## src/rtl/pipeline_hazard_ctrl_if.sv

```systemverilog
// Hazard-control bundle between the pipelined datapath (master) and the
// pipeline sequencer (slave): hazard status in, register strobes and counters out.
interface pipeline_hazard_ctrl_if #(
  parameter int CNT_W = 16
);
  logic             ihit;
  logic             dhit;
  logic [4:0]       idrs;
  logic [4:0]       idrt;
  logic             excuDRE;
  logic [4:0]       exrt;
  logic             memcuDRE;
  logic             memcuDWE;
  logic             memcuHALT;
  logic             wbcuHALT;
  logic             ex_redirect;

  logic             pcW;
  logic             ifidW;
  logic             idexW;
  logic             exmemW;
  logic             memwbW;
  logic             ifidRST;
  logic             idexRST;
  logic             exmemRST;
  logic             memwbRST;
  logic             halt;
  logic [CNT_W-1:0] stall_cnt;
  logic [CNT_W-1:0] flush_cnt;

  modport master (
    output ihit, dhit, idrs, idrt, excuDRE, exrt, memcuDRE, memcuDWE,
           memcuHALT, wbcuHALT, ex_redirect,
    input  pcW, ifidW, idexW, exmemW, memwbW,
           ifidRST, idexRST, exmemRST, memwbRST, halt, stall_cnt, flush_cnt
  );

  modport slave (
    input  ihit, dhit, idrs, idrt, excuDRE, exrt, memcuDRE, memcuDWE,
           memcuHALT, wbcuHALT, ex_redirect,
    output pcW, ifidW, idexW, exmemW, memwbW,
           ifidRST, idexRST, exmemRST, memwbRST, halt, stall_cnt, flush_cnt
  );
endinterface

```

## src/rtl/pipeline_hazard_ctrl.sv

```systemverilog
// Pipeline sequencer: combinational PC/pipeline-register write and clear strobes
// resolving memory waits, load-use, redirects and halt drain, plus debug counters.
module pipeline_hazard_ctrl #(
  parameter int CNT_W = 16
) (
  input  logic                  CLK,
  input  logic                  RST,
  pipeline_hazard_ctrl_if.slave hz
);

  typedef enum logic [1:0] {RUN, DWAIT, DRAIN, HALTED} state_t;

  state_t           state;
  state_t           state_nxt;
  logic [CNT_W-1:0] stall_cnt;
  logic [CNT_W-1:0] flush_cnt;

  logic dreq;
  logic luh;
  logic freeze;
  logic flush_en;
  logic stall_en;

  logic pcW, ifidW, idexW, exmemW, memwbW;
  logic ifidRST, idexRST, exmemRST, memwbRST;
  logic halt;

  function automatic logic [CNT_W-1:0] sat_inc(input logic [CNT_W-1:0] v);
    return (&v) ? v : v + {{(CNT_W-1){1'b0}}, 1'b1};
  endfunction

  assign dreq = hz.memcuDRE | hz.memcuDWE;
  assign luh  = hz.excuDRE & (hz.exrt != 5'd0) &
                ((hz.exrt == hz.idrs) | (hz.exrt == hz.idrt));

  // In DWAIT the access is known outstanding, so only dhit releases the freeze.
  assign freeze = ((state == RUN) & dreq & ~hz.dhit) | ((state == DWAIT) & ~hz.dhit);

  always_comb begin
    state_nxt = state;
    pcW       = 1'b1;
    ifidW     = 1'b1;
    idexW     = 1'b1;
    exmemW    = 1'b1;
    memwbW    = 1'b1;
    ifidRST   = 1'b0;
    idexRST   = 1'b0;
    exmemRST  = 1'b0;
    memwbRST  = 1'b0;
    halt      = 1'b0;
    flush_en  = 1'b0;
    if (RST) begin
      {pcW, ifidW, idexW, exmemW, memwbW} = 5'b0;
      {ifidRST, idexRST, exmemRST, memwbRST} = 4'b1111;
    end else begin
      case (state)
        RUN, DWAIT: begin
          if (freeze) begin
            {pcW, ifidW, idexW, exmemW, memwbW} = 5'b0;
            state_nxt = DWAIT;
          end else if (hz.memcuHALT) begin
            // Squash everything younger than the HALT and let it retire.
            pcW       = 1'b0;
            ifidRST   = 1'b1;
            idexRST   = 1'b1;
            exmemRST  = 1'b1;
            state_nxt = DRAIN;
          end else begin
            state_nxt = RUN;
            if (hz.ex_redirect) begin
              ifidRST  = 1'b1;
              idexRST  = 1'b1;
              flush_en = 1'b1;
            end else if (luh) begin
              pcW     = 1'b0;
              ifidW   = 1'b0;
              idexRST = 1'b1;
            end else if (!hz.ihit) begin
              pcW     = 1'b0;
              ifidRST = 1'b1;
            end
          end
        end
        DRAIN: begin
          pcW      = 1'b0;
          ifidW    = 1'b0;
          idexW    = 1'b0;
          exmemW   = 1'b0;
          ifidRST  = 1'b1;
          idexRST  = 1'b1;
          exmemRST = 1'b1;
          if (hz.wbcuHALT) state_nxt = HALTED;
        end
        default: begin
          {pcW, ifidW, idexW, exmemW, memwbW} = 5'b0;
          halt = 1'b1;
        end
      endcase
    end
  end

  assign stall_en = ~RST & ~pcW & (state != HALTED);

  always_ff @(posedge CLK) begin
    if (RST) begin
      state     <= RUN;
      stall_cnt <= '0;
      flush_cnt <= '0;
    end else begin
      state <= state_nxt;
      if (stall_en) stall_cnt <= sat_inc(stall_cnt);
      if (flush_en) flush_cnt <= sat_inc(flush_cnt);
    end
  end

  assign hz.pcW       = pcW;
  assign hz.ifidW     = ifidW;
  assign hz.idexW     = idexW;
  assign hz.exmemW    = exmemW;
  assign hz.memwbW    = memwbW;
  assign hz.ifidRST   = ifidRST;
  assign hz.idexRST   = idexRST;
  assign hz.exmemRST  = exmemRST;
  assign hz.memwbRST  = memwbRST;
  assign hz.halt      = halt;
  assign hz.stall_cnt = stall_cnt;
  assign hz.flush_cnt = flush_cnt;

endmodule
```

## src/flat_wrapper.sv

```systemverilog
// flat-port wrapper written by rule: the top's interface ports become plain ports
module pipeline_hazard_ctrl_flat 
#(
  parameter int CNT_W = 16
)
  (CLK, RST, hz_ihit, hz_dhit, hz_idrs, hz_idrt, hz_excuDRE, hz_exrt, hz_memcuDRE, hz_memcuDWE, hz_memcuHALT, hz_wbcuHALT, hz_ex_redirect, hz_pcW, hz_ifidW, hz_idexW, hz_exmemW, hz_memwbW, hz_ifidRST, hz_idexRST, hz_exmemRST, hz_memwbRST, hz_halt, hz_stall_cnt, hz_flush_cnt);
  pipeline_hazard_ctrl_if #(.CNT_W(CNT_W)) hz_i ();
  input  logic CLK;
  input  logic RST;
  input wire logic [$bits(hz_i.ihit)-1:0] hz_ihit;
  input wire logic [$bits(hz_i.dhit)-1:0] hz_dhit;
  input wire logic [$bits(hz_i.idrs)-1:0] hz_idrs;
  input wire logic [$bits(hz_i.idrt)-1:0] hz_idrt;
  input wire logic [$bits(hz_i.excuDRE)-1:0] hz_excuDRE;
  input wire logic [$bits(hz_i.exrt)-1:0] hz_exrt;
  input wire logic [$bits(hz_i.memcuDRE)-1:0] hz_memcuDRE;
  input wire logic [$bits(hz_i.memcuDWE)-1:0] hz_memcuDWE;
  input wire logic [$bits(hz_i.memcuHALT)-1:0] hz_memcuHALT;
  input wire logic [$bits(hz_i.wbcuHALT)-1:0] hz_wbcuHALT;
  input wire logic [$bits(hz_i.ex_redirect)-1:0] hz_ex_redirect;
  output wire logic [$bits(hz_i.pcW)-1:0] hz_pcW;
  output wire logic [$bits(hz_i.ifidW)-1:0] hz_ifidW;
  output wire logic [$bits(hz_i.idexW)-1:0] hz_idexW;
  output wire logic [$bits(hz_i.exmemW)-1:0] hz_exmemW;
  output wire logic [$bits(hz_i.memwbW)-1:0] hz_memwbW;
  output wire logic [$bits(hz_i.ifidRST)-1:0] hz_ifidRST;
  output wire logic [$bits(hz_i.idexRST)-1:0] hz_idexRST;
  output wire logic [$bits(hz_i.exmemRST)-1:0] hz_exmemRST;
  output wire logic [$bits(hz_i.memwbRST)-1:0] hz_memwbRST;
  output wire logic [$bits(hz_i.halt)-1:0] hz_halt;
  output wire logic [$bits(hz_i.stall_cnt)-1:0] hz_stall_cnt;
  output wire logic [$bits(hz_i.flush_cnt)-1:0] hz_flush_cnt;
  assign hz_i.ihit = hz_ihit;
  assign hz_i.dhit = hz_dhit;
  assign hz_i.idrs = hz_idrs;
  assign hz_i.idrt = hz_idrt;
  assign hz_i.excuDRE = hz_excuDRE;
  assign hz_i.exrt = hz_exrt;
  assign hz_i.memcuDRE = hz_memcuDRE;
  assign hz_i.memcuDWE = hz_memcuDWE;
  assign hz_i.memcuHALT = hz_memcuHALT;
  assign hz_i.wbcuHALT = hz_wbcuHALT;
  assign hz_i.ex_redirect = hz_ex_redirect;
  assign hz_pcW = hz_i.pcW;
  assign hz_ifidW = hz_i.ifidW;
  assign hz_idexW = hz_i.idexW;
  assign hz_exmemW = hz_i.exmemW;
  assign hz_memwbW = hz_i.memwbW;
  assign hz_ifidRST = hz_i.ifidRST;
  assign hz_idexRST = hz_i.idexRST;
  assign hz_exmemRST = hz_i.exmemRST;
  assign hz_memwbRST = hz_i.memwbRST;
  assign hz_halt = hz_i.halt;
  assign hz_stall_cnt = hz_i.stall_cnt;
  assign hz_flush_cnt = hz_i.flush_cnt;
  pipeline_hazard_ctrl #(.CNT_W(CNT_W)) u_core (.CLK(CLK), .RST(RST), .hz(hz_i));
endmodule
```

## config.mk

```make
export PLATFORM = sky130hd
export DESIGN_NAME = pipeline_hazard_ctrl_flat
export DESIGN_NICKNAME = d
export VERILOG_FILES = /design/src/rtl/pipeline_hazard_ctrl_if.sv /design/src/rtl/pipeline_hazard_ctrl.sv /design/src/flat_wrapper.sv
export SDC_FILE = /design/constraint.sdc
export NUM_CORES = 1
export LEC_CHECK = 0
export ABC_CLOCK_PERIOD_IN_PS = 2950
export BUFFER_PORTS_ARGS = -buffer_cell sky130_fd_sc_hd__buf_4
export CORE_UTILIZATION = 40
export CTS_CLUSTER_SIZE = 25
export DETAILED_ROUTE_END_ITERATION = 10
export PLACE_DENSITY = 0.65
export SLEW_MARGIN = 10
export SYNTH_ARGS = -nofsm -noshare
export SYNTH_HDL_FRONTEND = slang
export SYNTH_SLANG_ARGS = --single-unit
```

## constraint.sdc

```tcl
create_clock -name CLK -period 2.95 [get_ports CLK]
set_clock_uncertainty 0.05 [all_clocks]
set_input_delay 0.4425 -clock CLK [delete_from_list [all_inputs] [get_ports CLK]]
set_output_delay 0.4425 -clock CLK [all_outputs]
set_load 0.005 [all_outputs]
```

==> impl_results.md, run 1 <==
- Worst setup margin: 0.5405 ns
- Number of global-route vias before repair: 1689
- Clk root buf: clkbuf_8
- Run status: finished, violations left
- Storage element area: 680.7 sq um
- Mean Syn Cell Area: 8.334 sq um
- MaxCap Viol Count: 0
- Die Footprint: 5073 sq um
- Number of enable flip-flop cells after synthesis: 0
- Max Root-Sink Buffers: 2
- Share of flip-flops with an asynchronous set or reset: 0%
- CTS clock-pin slew for the worst setup and hold paths: 0.07 ns
- Final WL: 4.627 mm
- Placed cell area: 2445 sq um
- Clock sink count: 34
- Multi-input gate area: 1144 sq um
- CTS tree: done
- DRT Pass-1 Iters: 7
- Clk_lat worst skew: 0.29 ns
- Mapped Area: 1917 sq um
- Crit Path Max Fanout: 4
- Worst-case vdd ir drop: 0.2131 mV
- Pwr/cell area: 386.2 nW/um^2
- Worst slew pin tran: 0.9006 ns
- Min Tclk post-route: 2.409 ns
- Pre-CTS WS: 0.4785 ns
- DR iter-0 viols: 84
- Most instantiated cells after synthesis: dfxtp_1 (34), nor2_1 (25), nand2_1 (18), a21oi_1 (13), xor2_1 (13)
- Core area: 4474 sq um
- Std-Cell Rows: 24
- Wire length of the first global-routing pass: 7.659 mm
- # fillers: 421
- Fmax: 415.0 MHz
- Cell taking the most area after synthesis: dfxtp_1
- Layout area overhead: 32.31%
- Drt wl/cell: 13.26 um
- Element type at the critical path start: input port
- Residual DRC count: 3
- Main area contributors after synthesis: dfxtp_1 (36%), xor2_1 (5.9%), xnor2_1 (5.5%)
- Post-DP HPWL: 3.389 mm
- Placed insts: 341
- Die H: 71.23 um
- H-Tree Depth: 2
- Io pins: 67
- Synth Instances: 230
- Initial Utilization: 42.84%
- Hold Path Class: in -> reg
- Final setup viols: 0
- Leak pwr: 1.008 nW
- Failing checks: DRC
- Post-cts resize count: 0
- Layout cells sized above 1: 28.62%
- Critical path arrival: 1.92 ns
- Design area: 2536 sq um
- Slew Limit Fails: 0
- Total GRT Usage: 19.12%
- Diodes inserted: 0
- Slew HR: 39.92%
- Post-route ant nets: 0
- Hold_buf cts: 0
- Syn nets: 257
- CP Data Required Time: 2.46 ns
- CP Class: in -> out
- RSZ-0062 raised after global routing: no
- Total grt overflow: 0
- Vias per Instance: 5.504
- Final hold violation count: 0
- Die width: 71.23 um
- Setup crit end kind: output port
- Setup Buffers After CTS: 0
- Top cell type's share of synthesized area: 35.51%
- RD Place Congestion: 0.7626
- Sequential area share after synthesis: 35.51%
- Port buffer count: 66
- Count leader, synth: dfxtp_1
- TNS Setup: 0 ns
- Via count: 1921
- Largest net degree at the start of global routing: 35
- Post-synth top flop: dfxtp_1
- Final Non-Filler Cells: 349
- Yosys cell types: 42
- Yosys Warn Count: 0
- Initial antenna violation count: 0
- Layout net count: 323
- Post-synthesis register bit count: 34
- Period utilization: 81.68%
- Total CTS buffers: 5
[layout by cell type (no fill, tap or decap), types with 2 or more instances in the layout]
| cell | count |
|---|---|
| o21a_1 | 2 |
| nor2b_1 | 3 |
| o311ai_0 | 5 |
| dfxtp_1 | 34 |
| nand4_1 | 12 |
| o31ai_1 | 8 |
| o211ai_1 | 3 |
| and3_1 | 5 |
| nor3_1 | 5 |
| xnor2_1 | 12 |
| inv_1 | 6 |
| nand2_1 | 18 |
| or3_1 | 3 |
| nand3_1 | 12 |
| or4_1 | 9 |
| a21oi_1 | 13 |
| o41ai_1 | 3 |
| ha_1 | 2 |
| o21ai_0 | 6 |
| buf_4 | 71 |
| xor2_1 | 13 |
| nor2_1 | 25 |
| and2_1 | 2 |
| clkbuf_8 | 6 |
[flip-flops by register name (all words and copies together), names as in the netlist]
name / count
u_core.hz.flush_cnt: 16
u_core.hz.stall_cnt: 16
u_core.state: 2
[worst paths after layout]
path	startpoint	end	slack, ns	depth (start not counted)
max	hz_exrt[0]	hz_ifidRST	0.54	7
min reg2reg	u_core.hz.stall_cnt[10]	u_core.hz.stall_cnt[10]	0.45	2
min	hz_wbcuHALT	u_core.state[0]	0.33	2
max reg2reg	u_core.state[1]	u_core.hz.stall_cnt[1]	0.60	5
[layout make-up]
type | instances | area share, %
Sequential cell | 34 | 26.84
Inverter | 6 | 0.8880
Multi-Input combinational cell | 178 | 45.09
Clock buffer | 7 | 3.404
Timing Repair Buffer | 71 | 21.02
Clock inverter | 1 | 0.1973
Tap cell | 52 | 2.565
[per-layer routing]
metal  global-route usage [%]  vias up  share of wire, %  wire (um)
met5                        0        -                 0          0
met3                    5.345        8               4.8        223
li1                         -      981                 -          -
met1                    24.47      895                48       2219
met4                    7.333        0               1.5         68
met2                    30.69       37                46       2115
[logic make-up (layout without fill, tap and decap cells)]
group	Yosys count	count (layout)	synth area share [%]
XOR/XNOR	25	25	11.42
buffers and inverters	18	85	5.091
adder cells (fa/ha/maj)	2	2	1.305
AO/OA/AOI/OAI	51	51	19.13
flip-flops	34	34	35.51
AND/OR/NAND/NOR	98	98	26.24
multiplexers	2	2	1.305
[where the power goes]
group | leakage, nW | switching, W | internal, W
Clock | 0.0482 | 0.000170 | 0.000188
Combinational | 0.685 | 0.0000680 | 0.0000746
Sequential | 0.275 | 0.0000116 | 0.000467
[worst max-delay path, cell delays in order]
cell	delay (ns)
buf_4	0.12
or4_1	0.51
o21a_1	0.19
and2_1	0.20
o21a_1	0.17
o21ai_0	0.14
buf_4	0.13
[stage by stage]
stage	hold slack (ns)	utilization [%]	total power (W)
2_1_floorplan	0.4267	-	0.0005679
3_3_place_gp	0.4447	54.64	0.0006303
3_5_place_dp	0.4379	54.64	0.0006317
4_1_cts	0.3288	56.68	0.0009897
5_1_grt	0.3323	56.68	0.001024
6_report	0.3349	56.68	0.0009796
Power figures use the tool's default switching activity.
==> run 2: changes to the inputs <==
- ABC_CLOCK_PERIOD_IN_PS: 2950 -> 2500
- clock period: 2.95 -> 2.5 ns (I/O delays scaled with it)
==> impl_results.md, run 2 (synthesis gave the netlist of run 1 again) <==
- Layout cells sized above 1: 28.76% (+0.14 points)
- Int Power: 0.0009429 W (+29%)
- Total CTS buffers: 5 (unchanged)
- CTS clock-pin slew for the worst setup and hold paths: 0.06 ns (about the same)
- Post-DP HPWL: 3.377 mm (-0.35%)
- Wire length of the first global-routing pass: 7.700 mm (+0.54%)
- Hold Path Class: in -> reg
- Fmax: 438.9 MHz
- TNS Setup: 0 ns (unchanged)
- Pwr/cell area: 478.5 nW/um^2 (+24%)
- Drt wl/cell: 13.18 um (-0.61%)
- Diodes inserted: 0 (unchanged)
- Layout net count: 325 (+0.62%)
- Final Power: 0.001234 W (+26%)
- Biggest regs: u_core.hz.flush_cnt (16), u_core.hz.stall_cnt (16), u_core.state (2)
- Residual DRC count: 3 (unchanged)
- RSZ-0062 raised after global routing: no
- Final setup viols: 0 (unchanged)
- Port buffer count: 66 (unchanged)
- Period utilization: 91.15%
- Setup crit end kind: output port
- Run status: finished, violations left
- Via count: 1936 (+0.78%)
- Setup Buffers After CTS: 0 (unchanged)
- Std-Cell Rows: 24 (unchanged)
- Vias per Instance: 5.516 (+0.21%)
- Slew HR: 64.31% (+24 points)
- Initial Utilization: 42.84% (unchanged)
- Layout area overhead: 34.53%
- Finished Core Util: 57.63% (+0.95 points)
- Net switching power of the design: 0.0002910 W (+17%)
- Die width: 71.23 um (unchanged)
- Placed cell area: 2472 sq um (+1.1%)
- Post-cts resize count: 0 (unchanged)
- Slew Limit Fails: 0 (unchanged)
- Initial antenna violation count: 0 (unchanged)
- Final hold violation count: 0 (unchanged)
- Core area: 4474 sq um (unchanged)
- Critical path arrival: 1.85 ns (-0.07 ns)
- Commonest non-fill, non-tap cell in the layout: buf_4
- Total grt overflow: 0 (unchanged)
- Clock sink count: 34 (unchanged)
- H-Tree Depth: 2 (unchanged)
- Die Footprint: 5073 sq um (unchanged)
- Io pins: 67 (unchanged)
- Crit Path Max Fanout: 7 (+3)
- Number of global-route vias before repair: 1710 (+1.2%)
- Logic gate share of total power: 14.0% (-0.6 points)
- Clk_lat worst skew: 0.28 ns (about the same)
- MaxCap Viol Count: 0 (unchanged)
- Failing checks: DRC
- R2R setup slack: 0.43 ns (-0.17 ns)
- Hold_buf cts: 0 (unchanged)
- Clk root buf: clkbuf_8
- Total GRT Usage: 18.59% (-0.53 points)
- Storage element area: 680.7 sq um (unchanged)
- Multi-input gate area: 1144 sq um (unchanged)
- DRT Pass-1 Iters: 7 (unchanged)
- Most frequent cells in the layout: buf_4 (72), dfxtp_1 (34), nor2_1 (25)
- Leak pwr: 1.027 nW (+2.0%)
- DR iter-0 viols: 86 (+2.4%)
- Worst slew pin tran: 0.5312 ns (-0.3693 ns)
- RD Place Congestion: 0.8146 (+6.8%)
- Largest net degree at the start of global routing: 29 (-17%)
- # fillers: 412 (-2.1%)
- Final WL: 4.625 mm (about the same)
- CTS tree: done
- CP Class: reg -> out
- Sw Ratio: 23.58% (-1.9 points)
- Post-route ant nets: 0 (unchanged)
- CP Data Required Time: 2.08 ns (-0.38 ns)
- Sequential Power Share: 45.8% (-3.1 points)
- Die H: 71.23 um (unchanged)
- Clock share of power: 40.1% (+3.5 points)
- Design area: 2579 sq um (+1.7%)
- Worst-case vdd ir drop: 0.3704 mV (+74%)
- Min Tclk post-route: 2.279 ns
- Max Root-Sink Buffers: 2 (unchanged)
- Element type at the critical path start: flop
run 2: through the flow:
step	instances	worst slack (ns)	hold slack, ns
after floorplan	230	0.4613	0.4267
after global placement	343	0.2522	0.4429
after detailed placement	343	0.2420	0.4381
after CTS	351	0.2189	0.2761
after global routing	351	0.1366	0.2839
final	351	0.2213	0.2839
run 2: worst max-delay path, stage by stage (launching register included):
cell	delay, ns
dfxtp_1	0.37
nor4_2	0.45
nor2_1	0.16
nor2_1	0.23
a21boi_0	0.22
buf_4	0.14
run 2: worst paths after layout:
check	cells after the start	startpoint	endpoint
min	2	hz_wbcuHALT	u_core.state[0]
min reg2reg	2	u_core.hz.stall_cnt[10]	u_core.hz.stall_cnt[10]
max reg2reg	7	u_core.state[1]	u_core.hz.stall_cnt[10]
max	5	u_core.state[1]	hz_ifidW
run 2: area by class of cell:
class | count | area share (%)
clock buffers | 7 | 2.960
clock inverters | 1 | 1.164
inverters | 6 | 0.8734
multi-input cells | 178 | 44.35
flip-flops and latches | 34 | 26.39
well taps | 52 | 2.523
repair buffers | 73 | 21.74
run 2: metal layers:
layer | up-vias | wire (um) | GRT usage, %
met5 | - | 0 | 0
met4 | 0 | 46 | 4.667
met3 | 6 | 258 | 4.360
met2 | 52 | 2098 | 29.74
met1 | 890 | 2222 | 25.37
li1 | 988 | - | -
run 2: power groups by stage:
stage | Combinational [W] | Clock (W) | Sequential (W)
4_1_cts | 0.000174 | 0.000508 | 0.000565
2_1_floorplan | 0.0000949 | 0 | 0.000575
6_report | 0.000173 | 0.000495 | 0.000565
3_5_place_dp | 0.000174 | 0 | 0.000577
3_3_place_gp | 0.000172 | 0 | 0.000577
5_1_grt | 0.000190 | 0.000527 | 0.000567
